===== src/rtl/alu_sequencer.sv =====
// Multi-cycle ALU sequencer with a 4x16 register file and IDLE/EXEC/(MUL)/WB control.
// Define ALU_SEQ_MUL_EN to build the 16-cycle shift-add multiplier; otherwise op 110 is rejected.
module alu_sequencer (
  input  logic        clk,
  input  logic        rst,
  input  logic        instr_valid,
  output logic        instr_ready,
  input  logic [2:0]  instr_op,
  input  logic [1:0]  instr_rd,
  input  logic [1:0]  instr_rs1,
  input  logic [1:0]  instr_rs2,
  input  logic [15:0] instr_imm,
  output logic        done,
  output logic        err,
  input  logic [1:0]  dbg_sel,
  output logic [15:0] dbg_data
);

  localparam logic [2:0] OpAdd = 3'b000;
  localparam logic [2:0] OpSub = 3'b001;
  localparam logic [2:0] OpAnd = 3'b010;
  localparam logic [2:0] OpOr  = 3'b011;
  localparam logic [2:0] OpSlt = 3'b100;
  localparam logic [2:0] OpLdi = 3'b101;
  localparam logic [2:0] OpMul = 3'b110;

`ifdef ALU_SEQ_MUL_EN
  typedef enum logic [1:0] {StIdle, StExec, StWb, StMul} state_e;
`else
  typedef enum logic [1:0] {StIdle, StExec, StWb} state_e;
`endif

  state_e      state_q, state_d;
  logic [2:0]  op_q, op_d;
  logic [1:0]  rd_q, rd_d;
  logic [15:0] imm_q, imm_d;
  logic [15:0] opa_q, opa_d;
  logic [15:0] opb_q, opb_d;
  logic [15:0] result_q, result_d;
  logic [15:0] rf_q [4];
  logic [15:0] rf_d [4];
  logic        done_q, done_d;
  logic        err_q, err_d;
`ifdef ALU_SEQ_MUL_EN
  logic [3:0]  cnt_q, cnt_d;
`endif

  function automatic logic is_reserved(input logic [2:0] op);
`ifdef ALU_SEQ_MUL_EN
    return op == 3'b111;
`else
    return (op == 3'b111) || (op == OpMul);
`endif
  endfunction

  assign instr_ready = (state_q == StIdle) && !rst;
  assign done        = done_q;
  assign err         = err_q;
  assign dbg_data    = rf_q[dbg_sel];

  always_comb begin
    state_d  = state_q;
    op_d     = op_q;
    rd_d     = rd_q;
    imm_d    = imm_q;
    opa_d    = opa_q;
    opb_d    = opb_q;
    result_d = result_q;
    rf_d     = rf_q;
    done_d   = 1'b0;
    err_d    = 1'b0;
`ifdef ALU_SEQ_MUL_EN
    cnt_d    = cnt_q;
`endif
    case (state_q)
      StIdle: begin
        if (instr_valid) begin
          op_d    = instr_op;
          rd_d    = instr_rd;
          imm_d   = instr_imm;
          opa_d   = rf_q[instr_rs1];
          opb_d   = rf_q[instr_rs2];
          state_d = StExec;
          // err is registered, so decoding at accept lands the pulse in the EXEC cycle
          err_d   = is_reserved(instr_op);
        end
      end
      StExec: begin
        if (is_reserved(op_q)) begin
          state_d = StIdle;
        end else begin
          state_d = StWb;
          done_d  = 1'b1;
          case (op_q)
            OpAdd:   result_d = opa_q + opb_q;
            OpSub:   result_d = opa_q - opb_q;
            OpAnd:   result_d = opa_q & opb_q;
            OpOr:    result_d = opa_q | opb_q;
            OpSlt:   result_d = {15'd0, opa_q < opb_q};
            OpLdi:   result_d = imm_q;
`ifdef ALU_SEQ_MUL_EN
            OpMul: begin
              result_d = 16'd0;
              cnt_d    = 4'd0;
              state_d  = StMul;
              done_d   = 1'b0;
            end
`endif
            default: result_d = result_q;
          endcase
        end
      end
`ifdef ALU_SEQ_MUL_EN
      StMul: begin
        if (opb_q[cnt_q]) begin
          result_d = result_q + (opa_q << cnt_q);
        end
        cnt_d = cnt_q + 4'd1;
        if (cnt_q == 4'd15) begin
          state_d = StWb;
          done_d  = 1'b1;
        end
      end
`endif
      StWb: begin
        rf_d[rd_q] = result_q;
        state_d    = StIdle;
      end
      default: state_d = StIdle;
    endcase
  end

  always_ff @(posedge clk or posedge rst) begin
    if (rst) begin
      state_q  <= StIdle;
      op_q     <= 3'd0;
      rd_q     <= 2'd0;
      imm_q    <= 16'd0;
      opa_q    <= 16'd0;
      opb_q    <= 16'd0;
      result_q <= 16'd0;
      done_q   <= 1'b0;
      err_q    <= 1'b0;
      for (int i = 0; i < 4; i++) rf_q[i] <= 16'd0;
`ifdef ALU_SEQ_MUL_EN
      cnt_q    <= 4'd0;
`endif
    end else begin
      state_q  <= state_d;
      op_q     <= op_d;
      rd_q     <= rd_d;
      imm_q    <= imm_d;
      opa_q    <= opa_d;
      opb_q    <= opb_d;
      result_q <= result_d;
      done_q   <= done_d;
      err_q    <= err_d;
      for (int i = 0; i < 4; i++) rf_q[i] <= rf_d[i];
`ifdef ALU_SEQ_MUL_EN
      cnt_q    <= cnt_d;
`endif
    end
  end

endmodule


===== config.mk =====
export PLATFORM = sky130hd
export DESIGN_NAME = alu_sequencer
export DESIGN_NICKNAME = d
export VERILOG_FILES = /design/src/rtl/alu_sequencer.sv
export SDC_FILE = /design/constraint.sdc
export NUM_CORES = 1
export LEC_CHECK = 0
export BUFFER_PORTS_ARGS = -buffer_cell sky130_fd_sc_hd__buf_2
export CAP_MARGIN = 20
export CORE_UTILIZATION = 40
export DETAILED_ROUTE_END_ITERATION = 6
export PLACE_DENSITY = 0.58
export SLEW_MARGIN = 20
export SYNTH_ARGS = -nofsm -noshare
export SYNTH_HDL_FRONTEND = slang
export SYNTH_SLANG_ARGS = --single-unit

===== constraint.sdc =====
create_clock -name clk -period 12.8 [get_ports clk]
set_input_delay 1.92 -clock clk [delete_from_list [all_inputs] [get_ports clk]]
set_output_delay 1.92 -clock clk [all_outputs]
set_load 0.05 [all_outputs]

Word level (Yosys, flattened, before mapping)
Index checks and enable logic that the tools add are counted.
- mux-type cells: 20
- bitwise gates (word level): 7
- reductions and logical operators: 10
- order comparisons: 6
- equality and inequality tests: 12
- $add $sub $neg: 2
- operators with widths (cell ; count):
    $mux W16 ; 7
    $bmux W16 S2 ; 3
    $pmux W16 S6 ; 1
    $bwmux W64 ; 1
    $demux W16 S2 ; 1
    $eq A3 B3 Y1 const B ; 6
    $add A16 B16 Y16 ; 1
    $and A16 B16 Y16 ; 1
    $lt A16 B16 Y1 ; 1
    $or A16 B16 Y16 ; 1
    $sub A16 B16 Y16 ; 1
    $ge A3 B3 Y1 const B ; 4
    $not A2 Y3 ; 4
    $eq A3 B2 Y1 const B ; 2
    $reduce_bool A6 Y1 ; 1
    $mux W1 ; 4
    $mux W2 ; 2
    $pmux W2 S2 ; 1
    $eq A3 B1 Y1 const B ; 1
    $logic_not A3 Y1 ; 1
    $lt A3 B1 Y1 const B ; 1
    $reduce_and A3 Y1 ; 1
    $eq A2 B1 Y1 const B ; 1
    $eq A2 B2 Y1 const B ; 1
    7 further kinds ; 9
- register bits: 137
- word-level logic and storage cells: 70
- output and inout port bits: 19

Longest topological paths before layout
Gate-level depths: netlist of the first run.
- word-level depth: 6
- depth in mapped cells: 11
- mapped depth without buffers: 11

Worst setup path after synthesis of the first run
Ideal clock, no wire load.
- path kind: input to output
- start point: in dbg_sel[0]
- end point: out dbg_data[10]
- stages on the path: 3
- arrival time: 3329 ps
- path slack: 7551 ps
- required time: 10880 ps
- cells stage by stage: clkbuf_1 buf_2 mux4_2
- word-level cells in the longest chain between the ends: 4
- ends and longest elaborated chain (item ; line ; source):
    start, declared ; 15 ; input logic [1:0] dbg_sel,
    $not A2 Y3 (not written as such) ; 59 ; assign dbg_data = rf_q[dbg_sel];
    $bmux W16 S2 ; 59 ;
    $mux W16 (not written as such) (2 in series) ; 59 ;
    end, declared ; 16 ; output logic [15:0] dbg_data
No other way between the ends. The select of a mux whose other input is x is not followed.

Worst setup path in the final report of the first run
- start point: in dbg_sel[0]
- end point: out dbg_data[15]
Same word-level chain as after synthesis.

==> out/results.ini, run 1 <==
[setup_path]
worstPathMaxFanout=16
required_ps=10880
cp_cell_sequence=buf_2 > mux4_2 > buf_2
critical-path-top-delay-family=buffers and inverters
slowest_stage=mux4_2
path_class=in -> out
arrival_ps=3210
r2r_start=op_q[2]$_DFFE_PP0P_
critPathLaunch=dbg_sel[0]
worstSetupStartpointType=input port
cp_num_buf_inv=2
cp-end-kind=primary output
critical_path.most_common_cell=buf_2
slowest_delay_ps=590

[synthesis]
syn_area_per_cell_um2=11.1
netlist_area_um2=8690
synth_ff_type=dfrtp_1
synth_xor_area_frac=0.0131
yosysTopAreaCellShare=0.395
synthSimpleGateAreaFrac=0.0922
synthTopCellsByArea=dfrtp_1 (39%), mux4_2 (12%), mux2_2 (11%)
synth_top_family_by_area=multiplexers
yosysWarningCount=0
yosysUniqueCellTypes=68
synth_cells=782
synth-edff-count=0
ys_ff_latch=137
synth.mux.area_fraction=0.237
synth_nets=862
synth_compound_area_frac=0.132
yosys.area_share.adder=0.0738
yosysSeqAreaShare=0.395
async_flop_share=1.00
synth.largest_area_cell=dfrtp_1

[grt]
antenna_found_initial=0
grt_max_degree=93
gr-total-overflow=0
grt_pass1_vias=6094
grt_pass1_wl_um=35000
grtUsageTotal=0.207

[final_layout]
final_util=0.457
nets=882
final_layout_size_suffix_gt1_frac=0.285
register_area_um2=3430
fill_cells=1928
diodes=0
final_area_um2=9660
multi_input_area_um2=4770
final_cell_mix=dfrtp_1 (137), mux2_2 (85), o21ai_0 (70), nand2_1 (68)
fin_cells=1089
mostFrequentLayoutCell=dfrtp_1
synthToLayoutAreaGrowth_pct=11.2

[pwr]
p_per_area_nw_per_um2=285
irDropWorstVdd_mv=0.124
power_mw=2.75
leakagePower_nw=4.13

[sta]
max-slew-margin-rel=0.278
finClkSkew_ps=8.56
finalSetupViolCount=0
hold_viol_final=0
grt_setup_unrepaired=false
finalCriticalPeriod_ps=5130
fin_crit_sh=0.401
tns_ps=0
worst_slew_pin_slew_ps=1080
slew_viol_final=0
setup_slack_ps=7670
fin_worst_hold_slack_ps=518
fmax_mhz=195

[clock_tree]
cts-htree-levels=4
worstSkewPairLatency_ps=420
clkSinkCount=137
root_buffer=clkbuf_16
clk_path_buf_depth=2
cts-hold-fix-buffers=0
cts_resized=0
cts_inserted_buffers=17
cts_tree=built
postCtsSetupBuffers=0
cts.reportedPaths.clkPinSlew_ps=60

[placed_design]
dp_cells=1058
hpwl_um=15300
port_buffers=48
pre_cts_slack_ps=7640
placed_area_um2=9010
place_congestion=0.908

[die]
die_y_um=149
core_um2=21200
io_pins=49
dieArea_um2=22300
rows=53
die_x_um=149
start_util=0.411

[hold_path]
holdCritStartpoint=imm_q[6]$_DFFE_PP0P_
hp-class=reg -> reg

[outcome]
status=finished, final reports clean

[routing]
antenna_left=0
viasPerCell=5.67
routed_wl_um=21600
via_count=6170
first_pass_iters=5
drtIter0Drc=609
wl_per_cell_um=19.9
drcViolationCount=0

[job]
maxCapViolCount=0

-- area by class of cell --
type                    instances  share of cell area
inverters                      48              0.0192
clock inverters                10              0.0196
multi-input cells             545               0.494
clock buffers                  21              0.0477
flip-flops and latches        137               0.355
repair buffers                 53              0.0288
well taps                     275              0.0356
-- worst reg2reg max path, cell delays in order (launching register included) --
cell and delay [ps]:
dfrtp_1 610, nand2_1 280, nand3b_1 640, inv_1 920
o21ai_0 250, a21oi_1 190, o221ai_1 170, o21a_1 150
-- per-layer routing --
layer  vias up  routed length [µm]  global-route usage
met4         0                 250              0.0520
met1      3060               10500               0.307
met3        19                1180              0.0394
li1       2896                   -                   -
met5         -                   0                   0
met2       195                9740               0.308
-- synthesized netlist by cell type, drive strengths merged, types with 6 or more instances --
library cell,number
ha,48
dfrtp,137
mux2,85
nor2,39
mux4,48
xnor2,10
o21ai,75
a211oi,7
a31oi,8
inv,48
nor3,8
nor2b,10
clkbuf,31
a21oi,33
nand2b,6
buf,21
nand2,69
-- logic make-up (layout without fill, tap and decap cells) --
family	after synthesis	in the layout
and+or+nand+nor	165	165
AOI/OAI and AO/OA	182	182
muxes	135	135
buffers and inverters	100	132
xor gates and xnor gates	13	13
DFF	137	137
adders and majority gates	50	50
-- final timing paths --
check                      cells past startpoint  slack, ps                        to
setup / recovery                               3       7670              dbg_data[15]
setup reg to reg                               7       9490  result_q[10]$_DFFE_PP0P_
max in group asynchronous                      3       9960  result_q[15]$_DFFE_PP0P_
min in group asynchronous                      2       1680      rf_q[34]$_DFFE_PP0P_
hold / removal                                 1        520      imm_q[6]$_DFFE_PP0P_
hold reg to reg                                1        520      imm_q[6]$_DFFE_PP0P_
-- state kept, by name, summed over array words and instances, names as in the netlist --
| register | cells |
|---|---|
| rf_q | 64 |
| imm_q | 16 |
| opa_q | 16 |
| opb_q | 16 |
| result_q | 16 |
| op_q | 3 |
| rd_q | 2 |
| state_q | 2 |
| done | 1 |
| err | 1 |
-- power breakdown --
group / total (mW) / internal [mW] / switching (mW)
Clock: 0.548 / 0.356 / 0.192
Sequential: 0.836 / 0.630 / 0.206
Combinational: 1.37 / 0.589 / 0.779
Total: 2.75 / 1.58 / 1.18
Power figures use the tool's default switching activity.
==> run 2, diff against run 1 <==
==> constraint.sdc (replaced) <==
create_clock -name clk -period 4.85 [get_ports clk]
set_input_delay 0.7275 -clock clk [delete_from_list [all_inputs] [get_ports clk]]
set_output_delay 0.7275 -clock clk [all_outputs]
set_load 0.05 [all_outputs]
==> run 2 against run 1 <==
Against the previous run:
- power increased to 2.6 times the previous value
- die area unchanged
- sequential share of layout area up 0.097 points
==> out/results.ini, run 2 (synthesis gave the netlist of run 1 again) <==
[setup_path]
path_class=reg -> reg
required_ps=5180
slowest_stage=inv_1
cp_num_cells=7
ff2ff_path_depth=7
slowest_delay_ps=830
worstPathMaxFanout=21
arrival_ps=3350
cp-end-kind=flop
critical-path-top-delay-family=buffers and inverters
cp_num_buf_inv=1
worstSetupStartpointType=flop
cp_cell_sequence=nand2_1 > nand3b_1 > inv_1 > o21ai_0 > a21oi_1 > o221ai_1 > o21a_1

[final_layout]
nets=884
diodes=0
fill_cells=1944
mostFrequentLayoutCell=dfrtp_1
regMostFlops=rf_q
multi_input_area_um2=4770
final_layout_size_suffix_gt1_frac=0.288
synthToLayoutAreaGrowth_pct=10.9
largest_reg_flops=64
register_area_um2=3430
final_cell_mix=dfrtp_1 (137), mux2_2 (85), o21ai_0 (70), nand2_1 (68)
fin_cells=1092

[sta]
finalCriticalPeriod_ps=3020
tns_ps=0
grt_setup_unrepaired=false
finalSetupViolCount=0
fin_crit_sh=0.624
slew_viol_final=0
finClkSkew_ps=10.9
hold_viol_final=0
fmax_mhz=331
worst_slew_pin_slew_ps=921
max-slew-margin-rel=0.384

[die]
io_pins=49
start_util=0.411
core_um2=21200
dieArea_um2=22300
die_x_um=149
die_y_um=149
rows=53

[grt]
grt_max_degree=107
antenna_found_initial=0
gr-total-overflow=0
grtUsageTotal=0.210
grt_pass1_wl_um=35300
grt_pass1_vias=5982

[clock_tree]
worstSkewPairLatency_ps=430
clk_path_buf_depth=2
root_buffer=clkbuf_16
postCtsSetupBuffers=0
cts_tree=built
cts_resized=0
clkSinkCount=137
cts_inserted_buffers=17
cts.reportedPaths.clkPinSlew_ps=70
cts-htree-levels=4
cts-hold-fix-buffers=0

[placed_design]
place_congestion=0.887
hpwl_um=15500
port_buffers=48
dp_cells=1060

[pwr]
p_per_area_nw_per_um2=744
irDropWorstVdd_mv=0.366
leakagePower_nw=4.12

[routing]
via_count=6231
routed_wl_um=22100
wl_per_cell_um=20.2
antenna_left=0
first_pass_iters=7
viasPerCell=5.71
drtIter0Drc=526
drcViolationCount=0

[job]
maxCapViolCount=0

[hold_path]
hp-class=in -> async

[outcome]
status=finished, final reports clean

## run 2: worst paths after layout
| check | start | to | slack [ps] |
|---|---|---|---|
| max | op_q[2]$_DFFE_PP0P_ | result_q[10]$_DFFE_PP0P_ | 1830 |
| min | rst | rf_q[32]$_DFFE_PP0P_ | 430 |
| max reg2reg | op_q[2]$_DFFE_PP0P_ | result_q[10]$_DFFE_PP0P_ | 1830 |
| min reg2reg | imm_q[12]$_DFFE_PP0P_ | imm_q[12]$_DFFE_PP0P_ | 520 |
| max in group asynchronous | rst | opa_q[5]$_DFFE_PP0P_ | 3520 |
| min in group clk | imm_q[12]$_DFFE_PP0P_ | imm_q[12]$_DFFE_PP0P_ | 520 |
## run 2: where the power goes
group	internal (mW)	total, mW	switching [mW]
clock network	0.830	1.36	0.534
registers	1.66	2.23	0.570
logic	1.56	3.57	2.02
total	4.05	7.17	3.12
## run 2: cell type report
type                            count  share of cell area
Multi-Input combinational cell    545               0.495
Sequential cell                   137               0.356
Clock buffer                       20              0.0464
Tap cell                          275              0.0357
Timing Repair Buffer               55              0.0304
Inverter                           48              0.0195
Clock inverter                     12              0.0171
## run 2: per-layer routing
metal / track usage / vias to the layer above / part of all wire
met3: 0.0474 / 24 / 0.054
met5: 0 / - / 0
met1: 0.310 / 3139 / 0.49
met4: 0.0582 / 0 / 0.014
li1: - / 2894 / -
met2: 0.307 / 174 / 0.44
## run 2: per-stage QoR
stage	setup slack [ps]	power (mW)	hold slack, ps	util	instance area [µm²]
3_5_place_dp	1920	5.76	500	0.426	9020
5_1_grt	1640	7.67	514	0.455	9630
4_1_cts	1900	7.17	517	0.455	9630
6_report	1830	7.17	434	0.455	9630
3_3_place_gp	2040	5.73	497	0.426	9020
2_1_floorplan	455	4.98	480	-	8690
==> run 3, diff against run 2 <==
--- a/config.mk
+++ b/config.mk
@@ -5,11 +5,12 @@
 export SDC_FILE = /design/constraint.sdc
 export NUM_CORES = 1
 export LEC_CHECK = 0
+export ABC_AREA = 1
 export BUFFER_PORTS_ARGS = -buffer_cell sky130_fd_sc_hd__buf_2
 export CAP_MARGIN = 20
 export CORE_UTILIZATION = 40
 export DETAILED_ROUTE_END_ITERATION = 6
-export PLACE_DENSITY = 0.58
+export PLACE_DENSITY = 0.6
 export SLEW_MARGIN = 20
 export SYNTH_ARGS = -nofsm -noshare
 export SYNTH_HDL_FRONTEND = slang
==> constraint.sdc (replaced) <==
create_clock -name clk -period 2.61 [get_ports clk]
set_input_delay 0.3915 -clock clk [delete_from_list [all_inputs] [get_ports clk]]
set_output_delay 0.3915 -clock clk [all_outputs]
set_load 0.05 [all_outputs]
==> run 3 against run 2 <==
Against the previous run:
- the flow now finishes with violations (design-rule violations)
- clock skew decreased by 1.9 ps
- core utilization increased by 0.56 points
- combinational power increased by 120%
- sequential cell count unchanged
- critical path type unchanged
- highest routed layer unchanged
==> out/results.ini, run 3 <==
[outcome]
status=complete, but fails checks
violations=design-rule violations

[routing]
antenna_left=0
drcViolationCount=2
drtIter0Drc=895
routed_wl_um=26800
first_pass_iters=7
wl_per_cell_um=17.1
viasPerCell=5.35
via_count=8405

[synthesis]
yosysWarningCount=0
yosysMostFrequentCell=nand2_1
synth_nets=1339
synthTopCellsByArea=dfrtp_1 (38%), nand2_1 (14%), o21ai_0 (6.9%)
async_flop_share=1.00
syn_area_per_cell_um2=7.21
synth-edff-count=0
netlist_area_um2=9080
synth_ff_type=dfrtp_1
synth_commonest_cells=nand2_1 (336), inv_1 (152), dfrtp_1 (137), o21ai_0 (125), a21oi_1 (110)
yosysSeqAreaShare=0.378
synth_cells=1259
yosysTopAreaCellShare=0.378
yosysUniqueCellTypes=45
ys_ff_latch=137
synth.largest_area_cell=dfrtp_1

[clock_tree]
cts_tree=built
worstSkewPairLatency_ps=430
cts-htree-levels=4
cts_inserted_buffers=17
postCtsSetupBuffers=0
root_buffer=clkbuf_16
cts_resized=0
clkSinkCount=137
clk_path_buf_depth=2
cts-hold-fix-buffers=0
cts.reportedPaths.clkPinSlew_ps=60

[pwr]
p_per_area_nw_per_um2=1380
power_mw=14.1
leakagePower_nw=5.06
irDropWorstVdd_mv=0.488

[job]
maxCapViolCount=0

[final_layout]
fill_cells=2229
final_layout_size_suffix_gt1_frac=0.112
fin_cells=1571
regMostFlops=rf_q
final_util=0.461
nets=1360
mostFrequentLayoutCell=nand2_1
largest_reg_flops=64
synthToLayoutAreaGrowth_pct=11.8
diodes=0
final_cell_mix=nand2_1 (336), inv_1 (151), dfrtp_1 (137), o21ai_0 (125), a21oi_1 (110)

[sta]
worst_slew_pin_slew_ps=713
slew_viol_final=0
finalCriticalPeriod_ps=2190
fin_crit_sh=0.840
fin_worst_hold_slack_ps=33.5
finalSetupViolCount=0
grt_setup_unrepaired=false
tns_ps=0
max-slew-margin-rel=0.524
hold_viol_final=0
finClkSkew_ps=9.02
fmax_mhz=456

[die]
rows=54
io_pins=49
die_x_um=153
die_y_um=153
dieArea_um2=23300
core_um2=22000
start_util=0.412

[setup_path]
required_ps=2920
r2r_start=opa_q[0]$_DFFE_PP0P_
worstSetupStartpointType=flop
critPathLaunch=opa_q[0]$_DFFE_PP0P_
worstPathMaxFanout=3
arrival_ps=2500
cp-end-kind=flop
path_class=reg -> reg

[placed_design]
place_congestion=0.960
hpwl_um=19100
dp_cells=1541
port_buffers=48

[grt]
grt_max_degree=57
gr-total-overflow=0
antenna_found_initial=0
grtUsageTotal=0.237
grt_pass1_wl_um=43100
grt_pass1_vias=7733

[hold_path]
hp-class=in -> async

==> run 3: worst paths after layout <==
| kind | end | slack [ps] | cells past startpoint |
|---|---|---|---|
| hold / removal | rf_q[1]$_DFFE_PP0P_ | 30 | 2 |
| min in group clk | imm_q[15]$_DFFE_PP0P_ | 160 | 3 |
| max in group asynchronous | rf_q[9]$_DFFE_PP0P_ | 1810 | 4 |
| hold reg to reg | rf_q[47]$_DFFE_PP0P_ | 490 | 2 |
| setup reg to reg | result_q[10]$_DFFE_PP0P_ | 420 | 14 |
| setup / recovery | result_q[10]$_DFFE_PP0P_ | 420 | 14 |
==> run 3: cell type report <==
cell class,instances,area [µm²],area share
multi-input combinational,888,4680,0.461
sequential,137,3430,0.338
inverter,164,623,0.0614
timing repair buffer,72,495,0.0488
clock buffer,20,457,0.0450
tap,280,350,0.0345
clock inverter,10,119,0.0117
==> run 3: cell families (layout without fill, tap and decap cells) <==
group,count (synthesis),after routing,synth area share
xor gates and xnor gates,2,2,0.00193
adders and majority gates,50,50,0.0706
buffers and inverters,234,266,0.107
DFF,137,137,0.378
AOI/OAI and AO/OA,334,334,0.215
and+or+nand+nor,502,502,0.228
==> run 3: power breakdown <==
part           switching, mW  internal (mW)  leakage, nW  total, mW
logic                   5.20           2.54         3.08       7.74
registers              0.851           3.05         1.71       3.90
clock network          0.964           1.45        0.275       2.41
total                   7.01           7.04         5.06       14.1
==> run 3: layer usage <==
metal,share of wire,GRT usage
met1,0.48,0.340
met3,0.071,0.0515
met2,0.42,0.350
met5,0,0
met4,0.026,0.0784
==> run 3: worst max-delay path, stage by stage (launching register included) <==
cell and delay [ps]:
dfrtp_1 390, inv_1 80, ha_1 190, inv_1 90, fa_1 390, nand2_1 100, nand2_1 80, nand3_1 110
nand2_1 130, nand2_1 120, nand3_1 70, nand3_1 110, nand3_1 80, nand2_1 70, o21ai_1 60
==> run 3: stage by stage <==
| stage | cell area (µm²) | setup slack, ps |
|---|---|---|
| after floorplan | 9080 | 395 |
| after global placement | 9580 | 450 |
| after detailed placement | 9580 | 460 |
| after CTS | 10200 | 431 |
| after global routing | 10200 | 276 |
| final | 10200 | 418 |
